## src/rtl/fetch_queue_unit.sv

```systemverilog
// Instruction-fetch front end: owns the fetch PC, issues reads to a
// synchronous instruction memory, buffers returned words with their PCs in a
// DEPTH-entry prefetch queue and hands them to decode over valid/ready.
// Run control: IDLE -> RUN on start, RUN -> DONE on an accepted halt.
module fetch_queue_unit #(
  parameter int                  PC_WIDTH    = 12,
  parameter int                  INSTR_WIDTH = 9,
  parameter int                  DEPTH       = 4,
  parameter logic [PC_WIDTH-1:0] START_ADDR  = '0
) (
  input  logic                       clk,
  input  logic                       reset,
  input  logic                       start,
  output logic                       imem_req,
  output logic [PC_WIDTH-1:0]        imem_addr,
  input  logic [INSTR_WIDTH-1:0]     imem_data,
  output logic                       instr_valid,
  output logic [INSTR_WIDTH-1:0]     instr,
  output logic [PC_WIDTH-1:0]        instr_pc,
  input  logic                       instr_ready,
  input  logic                       redirect,
  input  logic [PC_WIDTH-1:0]        redirect_target,
  input  logic                       halt,
  output logic                       busy,
  output logic                       done,
  output logic [$clog2(DEPTH):0]     occupancy
);

  localparam int PTR_W = $clog2(DEPTH);
  localparam int OCC_W = PTR_W + 1;

  localparam logic [OCC_W:0]      DEPTH_V = (OCC_W+1)'(DEPTH);
  localparam logic [PC_WIDTH-1:0] PC_ONE  = PC_WIDTH'(1);
  localparam logic [PTR_W-1:0]    PTR_ONE = PTR_W'(1);

  typedef enum logic [1:0] {S_IDLE, S_RUN, S_DONE} state_t;

  state_t                  state_q, state_d;
  logic [PC_WIDTH-1:0]     fetch_pc_q, fetch_pc_d;
  logic                    inflight_q, inflight_d;
  logic [PC_WIDTH-1:0]     inflight_pc_q, inflight_pc_d;
  logic                    done_q, done_d;
  logic [PTR_W-1:0]        rd_ptr_q, rd_ptr_d;
  logic [PTR_W-1:0]        wr_ptr_q, wr_ptr_d;
  logic [OCC_W-1:0]        count_q, count_d;

  logic [INSTR_WIDTH-1:0]  q_instr_q [DEPTH];
  logic [PC_WIDTH-1:0]     q_pc_q    [DEPTH];

  logic                    run;
  logic                    nonempty;
  logic                    pop;
  logic                    accept_halt;
  logic [OCC_W:0]          demand;
  logic                    flush;
  logic                    issue;
  logic                    push;

  assign run         = (state_q == S_RUN);
  assign nonempty    = (count_q != '0);
  assign pop         = run & nonempty & instr_ready;
  assign accept_halt = pop & halt;
  // Entries the queue must still absorb: held ones plus the one returning,
  // less the one leaving this cycle. Issue only if a slot remains for it.
  assign demand      = {1'b0, count_q} + {{OCC_W{1'b0}}, inflight_q}
                     - {{OCC_W{1'b0}}, pop};

  // Run-control next state, fetch PC steering and issue/push/flush decisions.
  always_comb begin
    state_d    = state_q;
    fetch_pc_d = fetch_pc_q;
    done_d     = done_q;
    flush      = 1'b0;
    issue      = 1'b0;
    push       = 1'b0;
    case (state_q)
      S_IDLE, S_DONE: begin
        if (start) begin
          state_d    = S_RUN;
          fetch_pc_d = START_ADDR;
          done_d     = 1'b0;
          flush      = 1'b1;
        end
      end
      S_RUN: begin
        if (accept_halt) begin
          // Halt outranks redirect; the returning word is dropped.
          state_d = S_DONE;
          done_d  = 1'b1;
          flush   = 1'b1;
        end else if (redirect) begin
          // The word returning now belongs to the wrong path: drop it.
          flush      = 1'b1;
          fetch_pc_d = redirect_target;
        end else begin
          push  = inflight_q;
          issue = (demand < DEPTH_V);
          if (issue) fetch_pc_d = fetch_pc_q + PC_ONE;
        end
      end
      default: state_d = S_IDLE;
    endcase
  end

  // Queue pointer, occupancy and in-flight tracking.
  always_comb begin
    rd_ptr_d      = rd_ptr_q;
    wr_ptr_d      = wr_ptr_q;
    count_d       = count_q;
    inflight_d    = issue;
    inflight_pc_d = fetch_pc_q;
    if (flush) begin
      rd_ptr_d = '0;
      wr_ptr_d = '0;
      count_d  = '0;
    end else begin
      if (push) wr_ptr_d = wr_ptr_q + PTR_ONE;
      if (pop)  rd_ptr_d = rd_ptr_q + PTR_ONE;
      count_d = count_q + {{PTR_W{1'b0}}, push} - {{PTR_W{1'b0}}, pop};
    end
  end

  // State registers with synchronous reset.
  always_ff @(posedge clk) begin
    if (reset) begin
      state_q       <= S_IDLE;
      fetch_pc_q    <= START_ADDR;
      inflight_q    <= 1'b0;
      inflight_pc_q <= '0;
      done_q        <= 1'b0;
      rd_ptr_q      <= '0;
      wr_ptr_q      <= '0;
      count_q       <= '0;
    end else begin
      state_q       <= state_d;
      fetch_pc_q    <= fetch_pc_d;
      inflight_q    <= inflight_d;
      inflight_pc_q <= inflight_pc_d;
      done_q        <= done_d;
      rd_ptr_q      <= rd_ptr_d;
      wr_ptr_q      <= wr_ptr_d;
      count_q       <= count_d;
    end
  end

  // Queue storage; contents are only observed through occupancy, so no reset.
  always_ff @(posedge clk) begin
    if (push) begin
      q_instr_q[wr_ptr_q] <= imem_data;
      q_pc_q[wr_ptr_q]    <= inflight_pc_q;
    end
  end

  assign imem_req    = issue;
  assign imem_addr   = fetch_pc_q;
  assign instr_valid = run & nonempty;
  assign instr       = nonempty ? q_instr_q[rd_ptr_q] : '0;
  assign instr_pc    = nonempty ? q_pc_q[rd_ptr_q]    : '0;
  assign busy        = run;
  assign done        = done_q;
  assign occupancy   = count_q;

endmodule

```

## config.mk

```make
export PLATFORM = sky130hd
export DESIGN_NAME = fetch_queue_unit
export DESIGN_NICKNAME = d
export VERILOG_FILES = /design/src/rtl/fetch_queue_unit.sv
export SDC_FILE = /design/constraint.sdc
export NUM_CORES = 1
export LEC_CHECK = 0
export CORE_ASPECT_RATIO = 0.6
export CORE_UTILIZATION = 50
export DETAILED_ROUTE_END_ITERATION = 10
export PLACE_DENSITY = 0.74
export SYNTH_ARGS = -nofsm -noshare
export SYNTH_HDL_FRONTEND = slang
export SYNTH_SLANG_ARGS = --single-unit
```

## constraint.sdc

```tcl
create_clock -name clk -period 3.2 [get_ports clk]
set_input_delay 0.64 -clock clk [delete_from_list [all_inputs] [get_ports clk]]
set_output_delay 0.64 -clock clk [all_outputs]
set_load 0.01 [all_outputs]
```

# Yosys cells after proc, flatten, opt, wreduce, memory -nomap -nowiden
# Memory sizes are Yosys's and may differ from the RTL's. A register that Yosys moved wholly into a read port is not among the register bits.
# Index checks and enable logic that the tools add are counted.
totals:
  regBits: 35
  latch_bits: 0
  mem_bits_rw: 84
  mem_bits_ro: 0
  inputBits: 27
  output_inout_bits: 40
  wordCells: 64
  mem_count: 2
memory_table:
  columns: ["memory", "depth", "width", "rd", "rd_ports_with_merged_regs", "write_ports", "line", "source"]
  rows:
  - ["q_pc_q", 4, 12, 1, 1, 1, "48", "logic [PC_WIDTH-1:0] q_pc_q [DEPTH];"]
  - ["q_instr_q", 4, 9, 1, 1, 1, "47", "logic [INSTR_WIDTH-1:0] q_instr_q [DEPTH];"]
op_classes:
  n_addsub: 7
  mul: 0
  n_div: 0
  magnitude_cmp: 1
  n_eq_ne: 6
  shift: 0
  n_mux: 29
  bitwise: 3
  n_reduce_logical: 8
op_table:
  columns: ["op", "count"]
  rows:
  - ["$mux 12", 5]
  - ["$pmux 12 s2", 1]
  - ["$mux 1", 13]
  - ["$add 12x1->12 const B", 1]
  - ["$mux 2", 6]
  - ["$mux 9", 1]
  - ["$add 2x1->2 const B", 2]
  - ["$add 3x1->4", 1]
  - ["$lt 4x3->1 const B", 1]
  - ["$ne 2x2->1 const B", 2]
  - ["$pmux 1 s2", 2]
  - ["$pmux 2 s2", 1]
  - ["$reduce_and 4->1", 1]
  - ["$reduce_or 2->1", 2]
  - ["$sub 4x1->4", 1]
  - ["$add 3x1->3", 1]
  - ["$and 1x1->1", 3]
  - ["$ne 3x2->1 const B", 1]
  - ["$reduce_and 3->1", 1]
  - ["$reduce_bool 3->1", 1]
  - ["$sub 3x1->3", 1]
  - ["$eq 2x1->1 const B", 1]
  - ["$eq 2x2->1 const B", 1]
  - ["$logic_not 2->1", 1]
  - ["3 further kinds", 3]

# Longest topological paths before layout
# Gate-level depths: netlist (run 1).
logic_depth:
  word_depth: 9
  ltp_mapped: 11
  depth_no_buf: 10

# Least setup slack after synthesis (run 1)
# No wires, ideal clock.
synth_path:
  path_kind: "input port to flip-flop"
  startpoint: "in instr_ready"
  endpoint: "reg fetch_pc_q[5], in the netlist imem_addr[5]"
  setup_time_ns: 0.121
  arrival_time_ns: 2.632
  required_time_ns: 3.079
  path_slack_ns: 0.446
  stages: 8
  n_path_buf: 1
  path_cell_list: "nand3b_4 or3_1 ha_1 a31oi_1 mux2_4 o311ai_4 buf_8 mux2_4"
synth_via:
  elab_chain_len: 5
  word_cells_on_any_way: 7
  classes_between: "add/sub (1); order compare (1); eq/ne (2); bitwise (2); reduce/logical (1)"
synth_rtl:
  columns: ["element", "line", "source"]
  rows:
  - ["start: declaration", "20", "input logic instr_ready,"]
  - ["$and 1x1->1 (*)", "61", "assign pop = run & nonempty & instr_ready;"]
  - ["$sub 4x1->4", "66", "- {{OCC_W{1'b0}}, pop};"]
  - ["$lt 4x3->1", "97", "issue = (demand < DEPTH_V);"]
  - ["$ne 3x2->1 (no source line)", null, null]
  - ["$reduce_and 4->1 (no source line) (*)", null, null]
  - ["end signal: assignment", "136", "fetch_pc_q <= fetch_pc_d;"]
  - ["end: declaration", "39", "logic [PC_WIDTH-1:0] fetch_pc_q, fetch_pc_d;"]
# Mark *: on every way between the ends. The rest lies on a longest branch, timed or not.
# A chain may end at the register's enable or synchronous reset.

# Final worst setup path (run 1)
layout_path:
  startpoint: "in instr_ready"
  endpoint: "out imem_req"
layout_via:
  elab_chain_len: 6
  word_cells_on_any_way: 7
  classes_between: "add/sub (1); order compare (1); mux (3); bitwise (2)"
layout_rtl:
  columns: ["element", "line", "source"]
  rows:
  - ["$and 1x1->1 (*)", "61", null]
  - ["$sub 4x1->4", "66", null]
  - ["$lt 4x3->1", "97", null]
  - ["$mux 1", "91", "end else if (redirect) begin"]
  - ["$mux 1 (*)", "86", "if (accept_halt) begin"]
  - ["$mux 1 (*)", "76", "case (state_q)"]
  - ["end: declaration", "14", "output logic imem_req,"]
# Marks and branches as above.

==> results.cfg, run 1 <==
[run_status]
status = finished clean

[cts]
cts_tree = yes
ctsHoldBuffers = 0
clkLatencyLatePin_ns = 0.41
clockBufferDepth = 2
numCtsBuffers = 17
path_clk_slew_ns = 0.05
root_buffer = clkbuf_16
clock-sinks = 121
htree_levels = 4

[yosys]
synth-async-reset-ratio = 0
synthCells = 333
yosysWarnings = 0
syn_area_um2 = 5012
yosys_most_used_dff = edfxtp_1
yosysUniqueCellTypes = 44
synth_seq_cells = 121
synth_area_per_cell_um2 = 15.05
seq_area_frac_synth = 0.6510
synth_edf_count = 84
syn-num-nets = 369

[detailed_routing]
vias_per_cell = 5.303
drtPass1Iterations = 5
wl_per_cell_um = 17.89
num_vias = 2996
drt_iter0_markers = 263
ant_nets = 0
drc = 0
totalWireLength_mm = 10.11

[sta]
slew_violations = 0
finalSetupTns_ns = 0
period_share = 0.9685
rsz0062_at_grt = no
period_needed_ns = 3.099
skew_ns = 0.01083
final_hold_viol_count = 0
setup_ws_ns = 0.1008
maxSlewHeadroom = 0.5942
timing.fmax_ghz = 0.3227
hold_slack_ns = 0.4787
worst_pin_slew_ns = 0.6078
setup_violations = 0

[layout]
antennaDiodeCount = 0
drive_gt1_frac = 0.1931
utilization = 0.6950
area_delta_synth_final_pct = 31.15
fill_cells = 641
final_cells = 565
nNetsFinal = 458

[floorplan]
fp.dieH_um = 79.56
rows = 27
start_util = 0.5299
die_area_um2 = 10440
ios = 67
core_area_um2 = 9459
fp.dieW_um = 131.3

[place]
dp_hpwl_mm = 6.383
place.gp.congestion = 0.8180
dp_cells = 532
pre_cts_ws_ns = -0.4244
io_buffer_count = 66

[worst_hold_path]
hp-class = reg -> reg

[setup_path]
cp_max_fo = 2
crit_type = in -> out
cp-end-kind = output port
cp_top_family = simple AND/OR/NAND/NOR gates
reg2reg_slack_ns = 0.32
critPathBufInv = 2
crit_path_cell_trace = dlygate4sd2_1 > nand3b_4 > or3_1 > ha_1 > a31oi_2 > mux2_4 > nand2_1 > nor2_1 > clkdlybuf4s15_1
critPathMaxStageDelay_ns = 0.33
critPathArrivalTime_ns = 2.46
slowest_stage = mux2_4
critPathLaunchType = input port
critical_path_required_ns = 2.56

[grt]
grt_pass1_wl_mm = 16.15
track_usage = 0.2149
overflow = 0
grt_start_max_net_pins = 25
grt_pass1_vias = 2967
antenna_found_initial = 0

[job]
max_cap_viol_count = 0

[pwr]
leakagePower_nw = 2.290
ir_drop_v = 0.0004967
p_per_area_nw_per_um2 = 587.2
-- routing by layer --
metal  global-route usage  wire length [µm]
met1               0.2975              4826
met2               0.3234              4601
met3              0.04635               589
met4               0.1116                91
met5                    0                 0
-- per-stage QoR --
step	power (mW)	instance area [µm²]
floorplan	1.792	5012
global route	3.962	6574
CTS	3.889	6565
detailed placement	1.873	5928
finish	3.860	6574
global placement	1.870	5928
-- power by group --
group          switching (mW)  total (mW)  internal (mW)  leakage (nW)
registers              0.0136        1.69           1.68          1.03
logic                  0.0688       0.153         0.0838         0.951
clock network           0.636        2.02           1.38         0.314
total                   0.718        3.86           3.14          2.29
-- timing repair --
action,in CTS,in global routing
pin swaps,1,0
setup endpoints to repair,1,1
gates resized for setup,2,3
buffers inserted,1,0
-- cell type report --
cell class	count	area, µm²	area share
sequential	121	3264	0.4966
multi-input combinational	185	1647	0.2505
timing repair buffer	84	819.5	0.1247
clock buffer	24	491.7	0.07480
tap	130	162.7	0.02474
clock inverter	8	140.1	0.02132
inverter	13	48.80	0.007423
-- sequential cells by signal (all words and copies together) (netlist names), named ones only --
signal,count
rd_ptr_q,2
wr_ptr_q,2
state_q,2
q_instr_q,36
occupancy,3
inflight_q,1
q_pc_q,48
imem_addr,12
done,1
inflight_pc_q,12
-- synth_stat cells, drive strengths merged (3+ instances only) --
master  instances  area, µm²
a21o            3      22.52
nand2          16      60.06
edfxtp         84       2522
mux2i           5      50.05
nand2b          4      25.02
xor2            6      52.55
mux4           21      473.0
mux2            7      97.59
nor2b          31      193.9
inv            13      48.80
o21ai           6      30.03
buf             3      25.02
a21oi           4      20.02
xnor2           6      52.55
o211a           4      40.04
clkbuf         11      41.29
and2            5      31.28
nor2           22      85.09
nand3           5      25.02
ha              8      100.1
dfxtp          37      740.7
nor3            5      30.03
or3             4      25.02
-- layout by cell type, fill, tap and decap left out, types with 8 or more instances in the layout --
| master | n |
|---|---|
| edfxtp_1 | 84 |
| clkdlybuf4s50_1 | 64 |
| dfxtp_1 | 36 |
| nor2b_1 | 31 |
| mux4_2 | 21 |
| nor2_1 | 21 |
| clkbuf_16 | 17 |
| nand2_1 | 16 |
| buf_4 | 16 |
| inv_1 | 13 |
| ha_1 | 8 |
-- worst register-to-register path: stages (launching register included) --
cell      delay [ns]
dfxtp_1         0.45
nor3_4          0.06
or3_1           0.35
ha_1            0.29
a31oi_2         0.20
mux2_4          0.33
buf_4           0.13
buf_4           0.14
o311ai_4        0.30
buf_12          0.18
mux2_2          0.34
-- logic make-up (layout without fill, tap and decap cells) --
kind of cell / Yosys count / in the layout / synth area share
buffers and inverters: 27 / 129 / 0.02297
muxes: 33 / 33 / 0.1238
DFF: 121 / 121 / 0.6510
AOI/OAI and AO/OA: 29 / 29 / 0.04543
and+or+nand+nor: 102 / 102 / 0.1118
xor gates and xnor gates: 12 / 12 / 0.02097
adders and majority gates: 9 / 9 / 0.02397
-- worst paths after layout --
check	end	start	depth (start not counted)
worst max register to register	imem_addr[2]	occupancy[2]	10
worst min register to register	q_pc_q[3][2]	inflight_pc_q[2]	0
worst min-delay path	q_pc_q[3][2]	inflight_pc_q[2]	0
worst max-delay path	imem_req	instr_ready	9
Note: power is estimated with default switching activity, not from simulation.
==> inputs of run 2 (changes only) <==
Settings changed: CAP_MARGIN from default to 20, RECOVER_POWER from default to 25.
==> run 2 against run 1 <==
Net effect: cell count did not move; final area stayed put; worst setup slack is the same; core utilization unchanged; critical path depth unchanged; sequential power about the same; combinational power about the same; largest power group unchanged.
==> results.cfg, run 2 (synthesized netlist as in run 1, its figures left out) <==
[sta]
maxSlewHeadroom = 0.5942
hold_slack_ns = 0.4787
period_needed_ns = 3.099
timing.fmax_ghz = 0.3227
skew_ns = 0.01083
final_hold_viol_count = 0
slew_violations = 0
rsz0062_at_grt = no
setup_violations = 0
worst_pin_slew_ns = 0.6078
period_share = 0.9685

[pwr]
combPwrFrac = 0.039
p_int_mw = 3.141
p_clk_frac = 0.522
leakagePower_nw = 2.292
p_seq_frac = 0.438
netSwitchingFraction = 0.1861
ir_drop_v = 0.0004968
p_per_area_nw_per_um2 = 587.0
power.switching_mw = 0.7183
p_total_mw = 3.859

[layout]
antennaDiodeCount = 0
area_delta_synth_final_pct = 31.15
reg.largest.list = q_pc_q x48, q_instr_q x36
final_cell_mix = 84 x edfxtp_1, 60 x clkdlybuf4s50_1, 36 x dfxtp_1
layout_commonest_cell = edfxtp_1
largest-register = q_pc_q
fill_cells = 641
drive_gt1_frac = 0.1931
nNetsFinal = 458
largest_reg_flops = 48

[cts]
numCtsBuffers = 17
ctsHoldBuffers = 0
clock-sinks = 121
path_clk_slew_ns = 0.05
cts_tree = yes
clockBufferDepth = 2
htree_levels = 4
clkLatencyLatePin_ns = 0.41
root_buffer = clkbuf_16

[detailed_routing]
drc = 0
num_vias = 2996
drtPass1Iterations = 5
drt_iter0_markers = 263
totalWireLength_mm = 10.10
vias_per_cell = 5.303
ant_nets = 0
wl_per_cell_um = 17.88

[grt]
track_usage = 0.2149
grt_start_max_net_pins = 25
overflow = 0
grt_pass1_vias = 2967
antenna_found_initial = 0
grt_pass1_wl_mm = 16.15

[floorplan]
rows = 27
fp.dieH_um = 79.56
core_area_um2 = 9459
die_area_um2 = 10440
ios = 67
start_util = 0.5299
fp.dieW_um = 131.3

[setup_path]
crit_path_cell_trace = dlygate4sd2_1 > nand3b_4 > or3_1 > ha_1 > a31oi_2 > mux2_4 > nand2_1 > nor2_1 > clkdlybuf4s15_1
r2r_start = occupancy[2]
cp_max_fo = 2
critPathLaunchType = input port
critical_path_required_ns = 2.56
slowest_stage = mux2_4
cp-end-kind = output port
crit_start = instr_ready
cp_top_family = simple AND/OR/NAND/NOR gates
critPathMaxStageDelay_ns = 0.33
critPathArrivalTime_ns = 2.46
critPathBufInv = 2
crit_type = in -> out

[run_status]
status = finished clean

[place]
dp_hpwl_mm = 6.383
place.gp.congestion = 0.8180
io_buffer_count = 66

[job]
max_cap_viol_count = 0

[worst_hold_path]
min_from = inflight_pc_q[2]
hp-class = reg -> reg
==> run 2: cell types whose count changed in the layout (fill, tap and decap cells not counted), sizes merged <==
cell / change
clkdlybuf4s50: -4
dlygate4sd3: +4
==> run 2: path summary, 6_finish.rpt <==
kind | to | slack (ns) | cells past startpoint
setup / recovery | imem_req | 0.10 | 9
hold / removal | q_pc_q[3][2] | 0.48 | 0
setup reg to reg | imem_addr[2] | 0.32 | 10
hold reg to reg | q_pc_q[3][2] | 0.48 | 0
==> run 2: cell type report <==
| class | instances | area, µm² | area share |
|---|---|---|---|
| flip-flops and latches | 121 | 3264 | 0.4966 |
| repair buffers | 84 | 819.5 | 0.1247 |
| multi-input cells | 185 | 1647 | 0.2505 |
| inverters | 13 | 48.80 | 0.007423 |
| clock buffers | 24 | 491.7 | 0.07480 |
| clock inverters | 8 | 140.1 | 0.02132 |
| well taps | 130 | 162.7 | 0.02474 |
==> run 2: metrics by stage <==
step	instances	utilization	TNS [ns]	setup slack, ns	instance area (µm²)
2_1_floorplan	333	-	0	0.4464	5012
3_3_place_gp	532	0.6267	-2.208	-0.4005	5928
3_5_place_dp	532	0.6267	-2.675	-0.4244	5928
4_1_cts	565	0.6940	0	0.02946	6565
5_1_grt	565	0.6950	0	0.003368	6574
6_report	565	0.6950	0	0.1008	6574
==> run 2: power groups by stage <==
stage               combinational [mW]  clock [mW]  sequential (mW)
floorplan                       0.0707           0             1.72
global placement                 0.148           0             1.72
detailed placement               0.151           0             1.72
CTS                              0.152        2.05             1.69
global route                     0.164        2.11             1.69
finish                           0.152        2.02             1.69
==> run 2: worst reg2reg max path, cell delays in order, from the launching register on <==
cell and delay (ns):
dfxtp_1 0.45, nor3_4 0.06, or3_1 0.35, ha_1 0.29, a31oi_2 0.20, mux2_4 0.33
buf_4 0.13, buf_4 0.14, o311ai_4 0.30, buf_12 0.18, mux2_2 0.34
==> run 2: routing by layer <==
| metal | vias up | wire (µm) | GRT usage |
|---|---|---|---|
| met2 | 88 | 4600 | 0.3234 |
| met3 | 9 | 586 | 0.04635 |
| met5 | - | 0 | 0 |
| li1 | 1413 | - | - |
| met1 | 1486 | 4824 | 0.2975 |
| met4 | 0 | 91 | 0.1116 |
==> run 2: what timing repair did <==
action                                  4_1_cts  5_1_grt
buffers inserted                              1        0
resized for setup                             2        3
endpoints found under the setup margin        1        1
pin swaps                                     1        0
==> inputs of run 3 (changes only) <==
Settings changed: ABC_CLOCK_PERIOD_IN_PS from default to 3200.
==> results of run 3 <==
No change in the layout: final DEF, timing and power equal those of run 2.
